### src/rtl/pmem_burst_bridge_pkg.sv
// Shared types for the pmem line interface and the burst bridge FSM.
package rv32i_types;

    typedef logic [31:0] rv32i_word;

    localparam int LINE_W = 256;
    localparam int BEATS  = 4;

    typedef logic [LINE_W-1:0] pmem_line_t;

    typedef enum logic [1:0] {
        IDLE,
        RD,
        WR,
        DONE
    } burst_state_t;

endpackage

### src/rtl/burst_line_buffer.sv
// 256-bit line register: whole-line load or clear, beat-sliced write for
// gathering read beats, and a beat-indexed mux for scattering write beats.
module burst_line_buffer
    import rv32i_types::*;
#(
    parameter int BEAT_W = 64
) (
    input  logic              clk,
    input  logic              rst,
    input  logic              clear,
    input  logic              load,
    input  pmem_line_t        load_line,
    input  logic              beat_we,
    input  logic [1:0]        beat_idx,
    input  logic [BEAT_W-1:0] beat_data,
    input  logic [1:0]        mux_idx,
    output logic [BEAT_W-1:0] mux_beat,
    output pmem_line_t        line
);

    pmem_line_t line_q;
    pmem_line_t line_d;

    always_comb begin
        line_d = line_q;
        if (clear) begin
            line_d = '0;
        end else if (load) begin
            line_d = load_line;
        end else if (beat_we) begin
            line_d[beat_idx*BEAT_W +: BEAT_W] = beat_data;
        end
    end

    // NOTE: the line is a plain register (not a RAM), so it is reset; the
    // read line must read back as zero straight after reset.
    always_ff @(posedge clk) begin
        if (rst) begin
            line_q <= '0;
        end else begin
            line_q <= line_d;
        end
    end

    assign mux_beat = line_q[mux_idx*BEAT_W +: BEAT_W];
    assign line     = line_q;

endmodule

### src/rtl/pmem_burst_bridge.sv
// Serves 256-bit pmem line reads/writes as 4-beat 64-bit bursts on the
// backing-memory bus, with per-beat timeout and error reporting.
module pmem_burst_bridge
    import rv32i_types::*;
#(
    parameter int BEAT_W  = 64,
    parameter int TIMEOUT = 255
) (
    input  logic              clk,
    input  logic              rst,
    input  logic              pmem_read,
    input  logic              pmem_write,
    input  rv32i_word         pmem_address,
    input  pmem_line_t        pmem_wdata,
    output logic              pmem_resp,
    output logic              pmem_error,
    output pmem_line_t        pmem_rdata,
    output logic              bmem_read,
    output logic              bmem_write,
    output rv32i_word         bmem_address,
    output logic [BEAT_W-1:0] bmem_wdata,
    input  logic              bmem_resp,
    input  logic [BEAT_W-1:0] bmem_rdata,
    input  logic              bmem_error
);

    localparam int              TMO_W   = $clog2(TIMEOUT + 1);
    localparam logic [TMO_W-1:0] TMO_MAX = TMO_W'(TIMEOUT);

    burst_state_t      state_q, state_d;
    logic [1:0]        beat_q, beat_d;
    logic [TMO_W-1:0]  tmo_q, tmo_d;
    rv32i_word         addr_q, addr_d;
    logic [BEAT_W-1:0] wdata_q, wdata_d;
    logic              rd_q, rd_d;
    logic              wr_q, wr_d;
    logic              resp_q, resp_d;
    logic              err_q, err_d;

    logic              buf_clear;
    logic              buf_load;
    logic              buf_we;
    logic [1:0]        next_idx;
    logic [BEAT_W-1:0] next_beat;

    // Only consulted while beat_q < 3, so the wrap to 0 never matters.
    assign next_idx = beat_q + 2'd1;

    burst_line_buffer #(
        .BEAT_W (BEAT_W)
    ) u_line_buffer (
        .clk       (clk),
        .rst       (rst),
        .clear     (buf_clear),
        .load      (buf_load),
        .load_line (pmem_wdata),
        .beat_we   (buf_we),
        .beat_idx  (beat_q),
        .beat_data (bmem_rdata),
        .mux_idx   (next_idx),
        .mux_beat  (next_beat),
        .line      (pmem_rdata)
    );

    // NOTE: every variable driven here gets a default first, so no path
    // through the case leaves one unassigned and no latch is inferred.
    always_comb begin
        state_d   = state_q;
        beat_d    = beat_q;
        tmo_d     = tmo_q;
        addr_d    = addr_q;
        wdata_d   = wdata_q;
        err_d     = 1'b0;
        buf_clear = 1'b0;
        buf_load  = 1'b0;
        buf_we    = 1'b0;

        unique case (state_q)
            IDLE: begin
                if (pmem_read && pmem_write) begin
                    state_d = DONE;
                    err_d   = 1'b1;
                end else if (pmem_read) begin
                    state_d   = RD;
                    addr_d    = pmem_address & ~32'h1F;
                    beat_d    = '0;
                    tmo_d     = '0;
                    buf_clear = 1'b1;
                end else if (pmem_write) begin
                    state_d  = WR;
                    addr_d   = pmem_address & ~32'h1F;
                    beat_d   = '0;
                    tmo_d    = '0;
                    buf_load = 1'b1;
                    wdata_d  = pmem_wdata[BEAT_W-1:0];
                end
            end
            RD, WR: begin
                if (bmem_resp) begin
                    tmo_d = '0;
                    if (bmem_error) begin
                        state_d = DONE;
                        err_d   = 1'b1;
                    end else begin
                        buf_we = (state_q == RD);
                        if (beat_q == 2'd3) begin
                            state_d = DONE;
                        end else begin
                            beat_d  = next_idx;
                            wdata_d = (state_q == WR) ? next_beat : wdata_q;
                        end
                    end
                end else if (tmo_q == TMO_MAX) begin
                    state_d = DONE;
                    err_d   = 1'b1;
                end else begin
                    tmo_d = tmo_q + 1'b1;
                end
            end
            DONE: begin
                state_d = IDLE;
            end
            default: begin
                state_d = IDLE;
            end
        endcase

        rd_d   = (state_d == RD);
        wr_d   = (state_d == WR);
        resp_d = (state_d == DONE);
    end

    // NOTE: sequential state uses non-blocking assignments only.
    always_ff @(posedge clk) begin
        if (rst) begin
            state_q <= IDLE;
            beat_q  <= '0;
            tmo_q   <= '0;
            addr_q  <= '0;
            wdata_q <= '0;
            rd_q    <= 1'b0;
            wr_q    <= 1'b0;
            resp_q  <= 1'b0;
            err_q   <= 1'b0;
        end else begin
            state_q <= state_d;
            beat_q  <= beat_d;
            tmo_q   <= tmo_d;
            addr_q  <= addr_d;
            wdata_q <= wdata_d;
            rd_q    <= rd_d;
            wr_q    <= wr_d;
            resp_q  <= resp_d;
            err_q   <= err_d;
        end
    end

    assign pmem_resp    = resp_q;
    assign pmem_error   = err_q;
    assign bmem_read    = rd_q;
    assign bmem_write   = wr_q;
    assign bmem_address = addr_q;
    assign bmem_wdata   = wdata_q;

endmodule
### config.mk
export PLATFORM = sky130hd
export DESIGN_NAME = pmem_burst_bridge
export DESIGN_NICKNAME = d
export VERILOG_FILES = /design/src/rtl/pmem_burst_bridge_pkg.sv /design/src/rtl/burst_line_buffer.sv /design/src/rtl/pmem_burst_bridge.sv
export SDC_FILE = /design/constraint.sdc
export NUM_CORES = 1
export LEC_CHECK = 0
export BUFFER_PORTS_ARGS = -buffer_cell sky130_fd_sc_hd__buf_4
export CAP_MARGIN = 20
export CORE_AREA = 2 2 276 278
export CTS_CLUSTER_DIAMETER = 60
export DETAILED_ROUTE_END_ITERATION = 8
export DIE_AREA = 0 0 278 280
export SYNTH_ARGS = -nofsm -noshare
export SYNTH_HDL_FRONTEND = slang
export SYNTH_SLANG_ARGS = --single-unit
### constraint.sdc
create_clock -name clk -period 2.6 [get_ports clk]
set_input_delay 0.52 -clock clk [delete_from_list [all_inputs] [get_ports clk]]
set_output_delay 0.52 -clock clk [all_outputs]
set_load 0.01 [all_outputs]
# [Word-level counts from Yosys, hierarchy flattened]
# Index checks and enable logic that the tools add are counted.
[word_totals] ff_bits=368 elab_cells=94
[op_classes] n_addsub=3 n_eq_ne=17 n_shift=3 muxes=49 n_bitwise=1 n_reduce_logical=11
[ops] operator="two-way mux 256 bit" n=2
[ops] operator="two-way mux 64 bit" n=7
[ops] operator="bitwise mux 256 bit" n=1
[ops] operator="variable shift 64 x 34 -> 256 bit (first input constant)" n=1
[ops] operator="indexed part select 256 x 9 -> 64 bit" n=1
[ops] operator="indexed part select 64 x 34 -> 256 bit" n=1
[ops] operator="case mux 64 bit (2 select lines)" n=1
[ops] operator="two-way mux 32 bit" n=2
[ops] operator="two-way mux 8 bit" n=5
[ops] operator="negator 8 -> 34 bit" n=1
[ops] operator="two-way mux 2 bit" n=13
[ops] operator="case mux 8 bit (2 select lines)" n=1
[ops] operator="two-way mux 1 bit" n=14
[ops] operator="!= test 2 bit (second input constant)" n=7
[ops] operator="equality test 2 bit (second input constant)" n=5
[ops] operator="adder 8 x 1 -> 8 bit (second input constant)" n=1
[ops] operator="equality test 8 bit (second input constant)" n=1
[ops] operator="AND reduction 8 bit" n=1
[ops] operator="!= test 3 bit (second input constant)" n=2
[ops] operator="case mux 2 bit (3 select lines)" n=1
[ops] operator="AND reduction 6 bit" n=1
[ops] operator="nonzero test 2 bit" n=3
[ops] operator="equality test 2 x 1 -> 1 bit (second input constant)" n=2
[ops] operator="case mux 2 bit (2 select lines)" n=1
[ops] operator="other kinds (8)" n=9

# [Logic depth before layout (Yosys ltp)]
# Gate-level depths: netlist of the first run.
[logic_depth] ltp_word=7 ltp_mapped=12

# [Hierarchy]
# A second synthesis of the first run with hierarchy kept.
[unflattened] cells_unflattened=1781 area_unflattened_um2=17184.0
[modules_own_cells] module="burst_line_buffer" instances=1 cells_per_inst=1260 area_per_inst_um2=12156.7 seq_area_each_um2=5124.9
[modules_own_cells] module="pmem_burst_bridge" instances=1 cells_per_inst=521 area_per_inst_um2=5027.3 seq_area_each_um2=2142.1

# [Least setup slack after synthesis of the first run]
# No wires, ideal clock.
[synth_timing] kind="reg-to-reg" start="register beat_q[0]" end="register wdata_q[32], in the netlist bmem_wdata[32]" setup_ns=0.118 arrival_time_ns=2.726 t_required_ns=2.482 setup_slack_ns=-0.244 path_stages_with_launch=12 path_buffers=6 synth_period_minus_slack_ns=2.844 path_cell_list="dfxtp_1 > buf_2 > buf_2 > buf_2 > inv_1 > ha_1 > buf_2 > buf_4 > buf_2 > mux4_2 > mux2i_1 > o2bb2ai_1"
[synth_via] elab_chain_cells=7 word_cells_on_any_way=10
[synth_rtl] item="start, declared" line="pmem_burst_bridge.sv:31" source="logic [1:0] beat_q, beat_d;"
[synth_rtl] item="start signal, assigned" line="pmem_burst_bridge.sv:147" source="beat_q <= beat_d;"
[synth_rtl] item="adder 2 x 1 -> 2 bit" line="pmem_burst_bridge.sv:47" source="assign next_idx = beat_q + 2'd1;"
[synth_rtl] item="indexed part select 256 x 9 -> 64 bit" line="burst_line_buffer.sv:45" source="assign mux_beat = line_q[mux_idx*BEAT_W +: BEAT_W];"
[synth_rtl] item="two-way mux 64 bit" line="pmem_burst_bridge.sv:110" source="wdata_d = (state_q == WR) ? next_beat : wdata_q;"
[synth_rtl] item="two-way mux 64 bit" line="pmem_burst_bridge.sv:106" source="if (beat_q == 2'd3) begin"
[synth_rtl] item="two-way mux 64 bit" line="pmem_burst_bridge.sv:101" source="if (bmem_error) begin"
[synth_rtl] item="two-way mux 64 bit" line="pmem_burst_bridge.sv:99" source="if (bmem_resp) begin"
[synth_rtl] item="case mux 64 bit (2 select lines)" line="pmem_burst_bridge.sv:78" source="unique case (state_q)"
[synth_rtl] item="end signal, assigned" line="pmem_burst_bridge.sv:150" source="wdata_q <= wdata_d;"
[synth_rtl] item="end, declared" line="pmem_burst_bridge.sv:34" source="logic [BEAT_W-1:0] wdata_q, wdata_d;"
# Parallel ways exist; a longest one is shown, timed or not. The select of a mux whose other input is x is not followed.
# A chain may end at the register's enable or synchronous reset.

# [Worst setup path in the final report of the first run]
[layout_timing] start="register state_q[1]" end="register u_line_buffer.line_q[221], in the netlist u_line_buffer.line[221]"
[layout_via] elab_chain_cells=5 word_cells_on_any_way=12
[layout_rtl] item="start, declared" line="pmem_burst_bridge.sv:30" source="burst_state_t state_q, state_d;"
[layout_rtl] item="start signal, assigned" line="pmem_burst_bridge.sv:146" source="state_q <= state_d;"
[layout_rtl] item="equality test 2 x 1 -> 1 bit" line="pmem_burst_bridge.sv:78, pmem_burst_bridge.sv:105"
[layout_rtl] item="two-way mux 1 bit" line="pmem_burst_bridge.sv:101"
[layout_rtl] item="two-way mux 1 bit" line="pmem_burst_bridge.sv:99"
[layout_rtl] item="two-way mux 1 bit" line="pmem_burst_bridge.sv:78"
[layout_rtl] item="nonzero test 2 bit (no line)"
[layout_rtl] item="end signal, assigned" line="burst_line_buffer.sv:41" source="line_q <= line_d;"
[layout_rtl] item="end, declared" line="burst_line_buffer.sv:21" source="pmem_line_t line_q;"
# Parallel ways exist; a longest one is shown, timed or not.

==> implementation parameters, run 1 <==
Parameter                              Value

Clock network
  Number of gates resized after CTS    0
  Clock edge transition at the registers on the reported setup and hold paths    0.06 ns
  TritonCTS buffer count    47
  Htree depth    2
  Root buf cell    sky130_fd_sc_hd__clkbuf_16
  Clk buf depth    3
  TritonCTS sink count    363
  Cts hold-fix bufs    0
  Number of post-CTS setup repair buffers    0
  TritonCTS clock tree    done
  Worst-Skew Late Latency    0.58 ns

Timing
  Final number of hold-violating endpoints    0
  Crit share post-route    93.4%
  Setup-violating endpoint count in the final report    0
  Max frequency    412 MHz
  Minimum clock period    2.43 ns
  RSZ-0062 raised after global routing    no
  Max-slew violation count    0
  Slew Limit Headroom    49.7%
  Final total negative setup slack    0 ns
  Clock skew    0.0266 ns
  Slew at the pin closest to its max-slew limit    0.754 ns

Synth
  Area fraction of the dominant cell type after synthesis    42.7%
  Area fraction in compound gates after synthesis    26.0%
  Simple-gate portion of the synthesized area    12.0%
  Mux cell area share after synthesis    12.3%
  Combinational family with the most area after synthesis    compound AO/OA/AOI/OAI gates
  Number of storage elements in the synthesis netlist    363
  Parity-gate share of the synthesized area counting xor and xnor cells    0.0515%
  Distinct cells, synth    47
  Share of flip-flops with an asynchronous set or reset after synthesis    0%
  Ranking of synthesized cells by area    sky130_fd_sc_hd__dfxtp_1, sky130_fd_sc_hd__a211oi_2, sky130_fd_sc_hd__mux4_2
  Yosys warns    0
  Post-synth EDFFs    0
  Post-synthesis share of cell area spent on full adders, half adders and majority gates    0.957%
  Fraction of the yosys area taken by sequential cells    42.7%
  Average footprint of a synthesized cell    10.0 sq um
  Post-Syn Area    17000 sq um
  Dominant cell type by area after synthesis    sky130_fd_sc_hd__dfxtp_1
  Post-synthesis cell count    1696
  Ranking of synthesized cells by instance count    sky130_fd_sc_hd__dfxtp_1, sky130_fd_sc_hd__nor2_1, sky130_fd_sc_hd__nand2_1
  Most instantiated library cell after synthesis    sky130_fd_sc_hd__dfxtp_1
  Top flip-flop cell by instance count after synthesis    sky130_fd_sc_hd__dfxtp_1

Route
  Detailed-router iteration count before antenna repair    7
  First-iteration detailed-routing DRC count    1697
  Remaining antenna violation count    0
  Detailed-route DRC error count    0
  Routed length per placed instance    23.8 um
  Total number of vias    17488
  Per-cell via count in the routed design    5.22
  Total Routed Length    79.8 mm

Critical path
  Source of the worst register-to-register timing path    state_q[1]
  Critical Path Start Type    flip-flop
  Worst R2R Setup Slack    0.17 ns
  Crit Path Max Fanout    30
  Worst setup endpoint    u_line_buffer.line[221]
  Kind of end point of the critical path    flip-flop
  Library cell contributing the largest single delay on the critical path    sky130_fd_sc_hd__buf_4
  End of the worst register-to-register path    u_line_buffer.line[221]
  Crit path from    state_q[1]
  Critical path arrival    2.93 ns
  Cell Chain, Critical Path    inv_1 > ha_4 > nand4b_1 > nor4_4 > buf_4 > a222oi_1 > nor2_1
  Maximum cell stage delay along the critical path    0.49 ns
  Critical path data required time    3.10 ns
  Worst Reg2Reg Path Length in Cells    7
  Crit path kind    reg2reg

GRT
  GR Overflow Total    0
  Number of antenna violations at the first check in global routing    6
  First-pass GRT wire length    115 mm
  Via count of the first global-routing pass    17317
  Largest net degree at the start of global routing    64
  Total global-route track usage    19.5%

Placed design
  Dpl cells    3265
  Weighted congestion reported at the end of routability-driven placement    0.848
  Post-detailed-placement cell area    23400 sq um
  Dpl hpwl    57.1 mm
  IO buf count    703

Pwr
  Overall power consumption    0.0244 W
  Total power density per cell area    974 nW/um^2
  Leak pwr    10.1 nW
  Maximum vdd ir drop    761 uV

Floorplanning
  Width of the die    278 um
  Core footprint    75200 sq um
  Initial standard-cell utilization of the core    22.6%
  # rows    101
  Top Ports    714
  Area enclosed by the die boundary    77800 sq um
  Die Y-Extent    280 um

Cells and area
  Area occupied by multi-input gates    8850 sq um
  Filler-free cell count of the finished design    3353
  Area occupied by registers    7270 sq um
  Fillcell total    7793
  Finished Cell Area    25000 sq um
  Synthesis-to-layout area growth    47.0%
  Share of final-layout standard cells stronger than drive strength 1    44.0%
  Post-layout net count    2707

Hold path
  Worst min path class    in2reg

Flow run
  Number of maximum-capacitance constraint violations    0

Run status
  Outcome    complete, no violations
[cells by family after synthesis]
family / Yosys count
buffers and inverters: 182
other: 1
AND/OR/NAND/NOR: 495
multiplexers: 129
adder cells (fa/ha/maj): 13
AO/OA/AOI/OAI: 512
XOR/XNOR: 1
flip-flops: 363
[state kept, by name (all words and copies together), names as in the netlist]
signal,count
bmem_read,1
bmem_wdata,64
u_line_buffer.line,256
state_q,2
tmo_q,8
bmem_write,1
bmem_address,27
pmem_resp,1
pmem_error,1
beat_q,2
[critical path: cells and delay by family, from the launching register on]
kind	cells	cell delay [ns]
buf+inv	2	0.60
simple gates	3	0.72
compound gates	1	0.18
fa+ha+maj	1	0.35
flops	1	0.40
[how the worst min path moves through the flow]
stage | end | cells after the start | start | slack [ns]
after floorplan | tmo_q[7] | 2 | tmo_q[7] | 0.45
after global placement | bmem_address[7] | 2 | bmem_address[7] | 0.44
after detailed placement | bmem_address[10] | 2 | bmem_address[10] | 0.45
after CTS | u_line_buffer.line[121] | 3 | pmem_wdata[121] | 0.12
after global routing | u_line_buffer.line[65] | 3 | pmem_wdata[65] | 0.14
final | u_line_buffer.line[121] | 3 | pmem_wdata[121] | 0.16
[cell usage in the layout (no fill, tap or decap), types with 48 or more instances in the layout]
cell type / netlist / routed
sky130_fd_sc_hd__a222oi_1: 128 / 128
sky130_fd_sc_hd__buf_4: 7 / 736
sky130_fd_sc_hd__nand2_1: 191 / 190
sky130_fd_sc_hd__a211oi_2: 120 / 120
sky130_fd_sc_hd__o2bb2ai_1: 64 / 64
sky130_fd_sc_hd__clkbuf_16: 0 / 48
sky130_fd_sc_hd__dfxtp_1: 363 / 362
sky130_fd_sc_hd__nor2_1: 262 / 262
sky130_fd_sc_hd__mux2i_1: 65 / 65
sky130_fd_sc_hd__mux4_2: 64 / 64
sky130_fd_sc_hd__o21ai_0: 136 / 136
[layer usage]
| metal | GRT usage, % | wire, um | up-vias |
|---|---|---|---|
| li1 | - | - | 7726 |
| met1 | 24.2 | 31900 | 8570 |
| met2 | 31.6 | 37200 | 1003 |
| met3 | 4.97 | 6970 | 187 |
| met4 | 9.48 | 3730 | 2 |
| met5 | 0 | 13 | - |
[per-stage QoR]
step	utilization (%)	setup slack, ns	hold slack (ns)
6_report	33.2	0.171	0.164
5_1_grt	33.2	0.00465	0.140
4_1_cts	33.2	0.216	0.120
3_5_place_dp	31.1	0.176	0.447
3_3_place_gp	31.1	0.202	0.443
2_1_floorplan	-	0.0102	0.452
[where the power goes]
group	leakage (nW)	switching (W)	internal, W	total, W
registers	2.96	0.000743	0.00649	0.00724
clock network	0.779	0.00269	0.00397	0.00666
logic	6.35	0.00605	0.00441	0.0105
total	10.1	0.00948	0.0149	0.0244
[area by class of cell]
type	count	area share, %
well taps	978	4.90
diodes	4	0.0400
clock buffers	64	5.41
inverters	8	0.120
flip-flops and latches	363	29.1
clock inverters	20	0.941
multi-input cells	1155	35.4
repair buffers	761	24.1
Power figures use the tool's default switching activity.
==> run 2: changes to the inputs <==
Settings changed: HOLD_SLACK_MARGIN from default to 0.12, RECOVER_POWER from default to 100.
==> run 2 against run 1 <==
  * Wire length up 0.37%
  * Utilization down 2.3 points
  * Clock-buffer cell count stayed put
  * Die area unchanged
  * Global-route usage unchanged
  * Clock skew fell by 0.0023 ns
  * Flip-flop and latch count unchanged
  * Non-clock buffer count increased by 1
  * Cell area shrank 7.0%
  * Sequential share of layout area grew 2.2 points
  * Final cell count did not move
  * Combinational power shrank 9.6%
==> implementation parameters, run 2 (synthesis results as in run 1) <==
Parameter                              Value

Route
  Detailed-router iteration count before antenna repair    9
  First-iteration detailed-routing DRC count    1670
  Total number of vias    17440
  Routed length per placed instance    23.9 um
  Total Routed Length    80.1 mm
  Per-cell via count in the routed design    5.20
  Detailed-route DRC error count    0
  Remaining antenna violation count    0

Cells and area
  Share of final-layout standard cells stronger than drive strength 1    26.0%
  Post-layout net count    2708
  Commonest non-fill, non-tap cell in the layout    sky130_fd_sc_hd__buf_4
  Area occupied by multi-input gates    8460 sq um
  Number of flip-flops in the largest register    256
  Commonest cells after routing, fill and taps aside    sky130_fd_sc_hd__buf_4, sky130_fd_sc_hd__dfxtp_1, sky130_fd_sc_hd__clkbuf_1
  Filler-free cell count of the finished design    3353
  Fillcell total    8211
  Area occupied by registers    7270 sq um
  Synthesis-to-layout area growth    36.8%

Floorplanning
  Top Ports    714
  Initial standard-cell utilization of the core    22.6%
  # rows    101
  Core footprint    75200 sq um
  Die Y-Extent    280 um
  Width of the die    278 um
  Area enclosed by the die boundary    77800 sq um

Critical path
  End of the worst register-to-register path    u_line_buffer.line[103]
  Family of cells with the greatest summed delay on the critical path    buffers and inverters
  Kind of end point of the critical path    flip-flop
  Critical path arrival    2.92 ns
  Cell Chain, Critical Path    inv_1 > ha_4 > buf_4 > nand2_1 > nor4_4 > buf_6 > a222oi_1 > nor2_1
  Crit path kind    reg2reg
  Critical Path Start Type    flip-flop
  Crit Path Max Fanout    33
  Source of the worst register-to-register timing path    beat_q[1]
  Count of buffer and inverter cells on the critical path    3
  Critical path data required time    3.10 ns
  Library cell contributing the largest single delay on the critical path    sky130_fd_sc_hd__buf_6
  Worst Reg2Reg Path Length in Cells    8
  Worst R2R Setup Slack    0.18 ns
  Maximum cell stage delay along the critical path    0.40 ns

Clock network
  Htree depth    2
  Number of post-CTS setup repair buffers    0
  Clock edge transition at the registers on the reported setup and hold paths    0.06 ns
  Worst-Skew Late Latency    0.58 ns
  Clk buf depth    3
  Number of gates resized after CTS    0
  TritonCTS clock tree    done
  TritonCTS buffer count    47
  Root buf cell    sky130_fd_sc_hd__clkbuf_16
  Cts hold-fix bufs    1
  TritonCTS sink count    363

Timing
  Clock skew    0.0243 ns
  Setup-violating endpoint count in the final report    0
  Final total negative setup slack    0 ns
  Final number of hold-violating endpoints    0
  Crit share post-route    93.0%
  Slew at the pin closest to its max-slew limit    1.27 ns
  RSZ-0062 raised after global routing    no
  Minimum clock period    2.42 ns
  Max-slew violation count    0
  Max frequency    413 MHz
  Slew Limit Headroom    15.1%

Pwr
  Total power density per cell area    1000 nW/um^2
  Leak pwr    8.53 nW
  Maximum vdd ir drop    764 uV
  Overall power consumption    0.0234 W

Placed design
  IO buf count    703
  Dpl hpwl    57.1 mm
  Weighted congestion reported at the end of routability-driven placement    0.848
  Dpl cells    3265

GRT
  Total global-route track usage    19.5%
  Largest net degree at the start of global routing    64
  GR Overflow Total    0
  First-pass GRT wire length    115 mm
  Number of antenna violations at the first check in global routing    6
  Via count of the first global-routing pass    17326

Hold path
  Worst hold start    pmem_wdata[127]
  Number of stages on the worst hold path    3
  Worst Hold End    u_line_buffer.line[127]
  Worst min path class    in2reg

Flow run
  Number of maximum-capacitance constraint violations    0

Run status
  Outcome    complete, no violations
run 2: layout make-up:
class	count	area share (%)
Timing Repair Buffer	762	20.1
Clock buffer	64	5.81
Antenna cell	3	0.0323
Tap cell	978	5.26
Sequential cell	363	31.3
Inverter	8	0.129
Clock inverter	20	1.01
Multi-Input combinational cell	1155	36.4
run 2: metrics by stage:
step	hold WS (ns)	setup slack [ns]	util [%]	area, sq um
6_report	0.175	0.181	30.9	23300
5_1_grt	0.141	0.00473	30.9	23300
4_1_cts	0.127	0.216	33.2	25000
3_5_place_dp	0.447	0.176	31.1	23400
3_3_place_gp	0.443	0.202	31.1	23400
2_1_floorplan	0.452	0.0102	-	17000
run 2: power breakdown:
part | internal [W] | total, W | switching (W) | leakage, nW
combinational | 0.00359 | 0.00949 | 0.00590 | 4.79
clock | 0.00397 | 0.00666 | 0.00269 | 0.779
sequential | 0.00649 | 0.00722 | 0.000721 | 2.96
run 2: worst min-delay path, delay by kind of cell:
kind | cells | cell delay [ns]
AND/OR/NAND/NOR | 1 | 0.08
AO/OA/AOI/OAI | 1 | 0.05
buffers and inverters | 1 | 0.08
run 2: how the worst max path moves through the flow:
stage | start | to | slack (ns) | depth (start not counted)
final | beat_q[1] | u_line_buffer.line[103] | 0.18 | 8
after global routing | beat_q[1] | u_line_buffer.line[220] | 0.005 | 8
after CTS | beat_q[1] | u_line_buffer.line[164] | 0.22 | 8
after detailed placement | pmem_read | u_line_buffer.line[217] | 0.18 | 8
after global placement | pmem_read | u_line_buffer.line[218] | 0.20 | 8
after floorplan | beat_q[0] | u_line_buffer.line[170] | 0.01 | 12
run 2: layer usage:
layer / vias to the layer above / GRT usage (%) / wire length (um)
met5: - / 0 / 13
met4: 2 / 9.42 / 3840
met3: 194 / 4.95 / 7130
met2: 989 / 31.6 / 37000
met1: 8547 / 24.2 / 32100
li1: 7708 / - / -
==> run 3: changes to the inputs <==
Settings changed: CTS_BUF_LIST from default to sky130_fd_sc_hd__clkbuf_8 sky130_fd_sc_hd__clkbuf_16, SLEW_MARGIN from default to 20.
==> run 3 against run 2 <==
  * Power shrank 0.13%
  * Flip-flop and latch count unchanged
  * Setup slack barely moved
  * Global-route usage barely moved
  * First-iteration DRC count grew 0.18%
  * Wire length about the same
  * Utilization is the same
  * Sequential power barely moved
  * Via count is essentially flat
  * Die area is the same
  * Hold slack is essentially flat
  * Sequential share of layout area is the same
  * Largest power group unchanged
==> implementation parameters, run 3 (synthesis results as in run 1) <==
Parameter                              Value

Pwr
  Pint    0.0140 W
  Fraction of power consumed by sequential logic    30.9%
  Switching component of the power    0.00930 W
  Clock network power share    28.4%
  Maximum vdd ir drop    763 uV
  Total power density per cell area    1000 nW/um^2
  Switching Share    39.9%
  Leak pwr    8.56 nW
  Overall power consumption    0.0233 W
  Share of power burned in combinational logic    40.6%

Critical path
  Kind of end point of the critical path    flip-flop
  Critical path arrival    2.91 ns
  Critical path data required time    3.10 ns
  Crit path kind    reg2reg
  Crit Path Max Fanout    30
  Critical Path Start Type    flip-flop

Timing
  Crit share post-route    93.0%
  Final total negative setup slack    0 ns
  Minimum clock period    2.42 ns
  Max frequency    413 MHz
  Hold Worst Slack    0.175 ns
  RSZ-0062 raised after global routing    no
  Setup-violating endpoint count in the final report    0
  Max-slew violation count    0
  Slew Limit Headroom    15.1%
  Clock skew    0.0241 ns
  Final number of hold-violating endpoints    0
  Post-route worst setup slack    0.181 ns
  Slew at the pin closest to its max-slew limit    1.27 ns

Clock network
  TritonCTS buffer count    47
  TritonCTS sink count    363
  TritonCTS clock tree    done
  Worst-Skew Late Latency    0.58 ns
  Htree depth    2
  Root buf cell    sky130_fd_sc_hd__clkbuf_16
  Clock edge transition at the registers on the reported setup and hold paths    0.06 ns
  Number of post-CTS setup repair buffers    0
  Clk buf depth    3

Route
  Detailed-route DRC error count    0
  Total Routed Length    80.1 mm
  Per-cell via count in the routed design    5.20
  Routed length per placed instance    23.9 um
  First-iteration detailed-routing DRC count    1673
  Total number of vias    17437
  Remaining antenna violation count    0
  Detailed-router iteration count before antenna repair    9

Floorplanning
  Core footprint    75200 sq um
  Width of the die    278 um
  Area enclosed by the die boundary    77800 sq um
  # rows    101
  Top Ports    714
  Initial standard-cell utilization of the core    22.6%
  Die Y-Extent    280 um

GRT
  Largest net degree at the start of global routing    64
  GR Overflow Total    0
  Via count of the first global-routing pass    17326
  Total global-route track usage    19.5%
  First-pass GRT wire length    115 mm
  Number of antenna violations at the first check in global routing    6

Placed design
  Dpl hpwl    57.1 mm
  Pre-CTS worst setup slack    0.176 ns
  Weighted congestion reported at the end of routability-driven placement    0.848
  Post-detailed-placement cell area    23400 sq um
  IO buf count    703

Cells and area
  Synthesis-to-layout area growth    36.8%
  Post-layout net count    2708
  Number of flip-flops in the largest register    256
  Share of final-layout standard cells stronger than drive strength 1    26.0%
  Commonest cells after routing, fill and taps aside    sky130_fd_sc_hd__buf_4, sky130_fd_sc_hd__dfxtp_1, sky130_fd_sc_hd__clkbuf_1
  Finished Cell Area    23300 sq um
  Commonest non-fill, non-tap cell in the layout    sky130_fd_sc_hd__buf_4

Flow run
  Number of maximum-capacitance constraint violations    0

Run status
  Outcome    complete, no violations

Hold path
  Worst min path class    in2reg
==> run 3: critical path: stages, from the launching register on <==
cell and delay (ns):
sky130_fd_sc_hd__dfxtp_1 0.40, sky130_fd_sc_hd__inv_1 0.11, sky130_fd_sc_hd__ha_4 0.33, sky130_fd_sc_hd__nand4b_1 0.25
sky130_fd_sc_hd__nor4_4 0.33, sky130_fd_sc_hd__buf_4 0.50, sky130_fd_sc_hd__a222oi_1 0.18, sky130_fd_sc_hd__nor2_1 0.13
==> run 3: worst paths after layout <==
kind	to	cells after the start	start	slack [ns]
hold reg to reg	bmem_address[10]	2	bmem_address[10]	0.45
hold / removal	u_line_buffer.line[127]	3	pmem_wdata[127]	0.18
setup / recovery	u_line_buffer.line[221]	7	state_q[1]	0.18
setup reg to reg	u_line_buffer.line[221]	7	state_q[1]	0.18
==> run 3: cell type report <==
class	count	area [sq um]
sequential	363	7270
fill	8211	51900
clock buffer	57	1330
tap	978	1220
antenna	3	7.51
multi-input combinational	1155	8460
timing repair buffer	762	4670
clock inverter	27	262
inverter	8	30.0
==> run 3: per-stage QoR <==
stage                     utilization, %  std cells
after detailed placement            31.1       3265
after floorplan                        -       1700
after global routing                30.9       3351
after CTS                           33.2       3350
final                               30.9       3353
after global placement              31.1       3265
==> run 3: metal layers <==
metal | track usage [%] | up-vias | part of all wire [%]
met4 | 9.42 | 2 | 4.8
met2 | 31.6 | 1036 | 46
met1 | 24.3 | 8494 | 40
met5 | 0 | - | 0.016
met3 | 4.95 | 193 | 8.9
li1 | - | 7712 | -
==> run 3: power by group through the flow <==
stage | clock (W) | sequential (W) | combinational, W
finish | 0.00663 | 0.00722 | 0.00948
global placement | 0 | 0.00732 | 0.0104
CTS | 0.00680 | 0.00723 | 0.0105
detailed placement | 0 | 0.00733 | 0.0105
global route | 0.00703 | 0.00732 | 0.0102
floorplan | 0 | 0.00753 | 0.00590
==> run 3: what timing repair did <==
action | CTS | global route
endpoints found under the hold margin | 1 | 0
endpoints found under the setup margin | 0 | 0
resized for setup | 0 | 0
hold buffers | 1 | 0
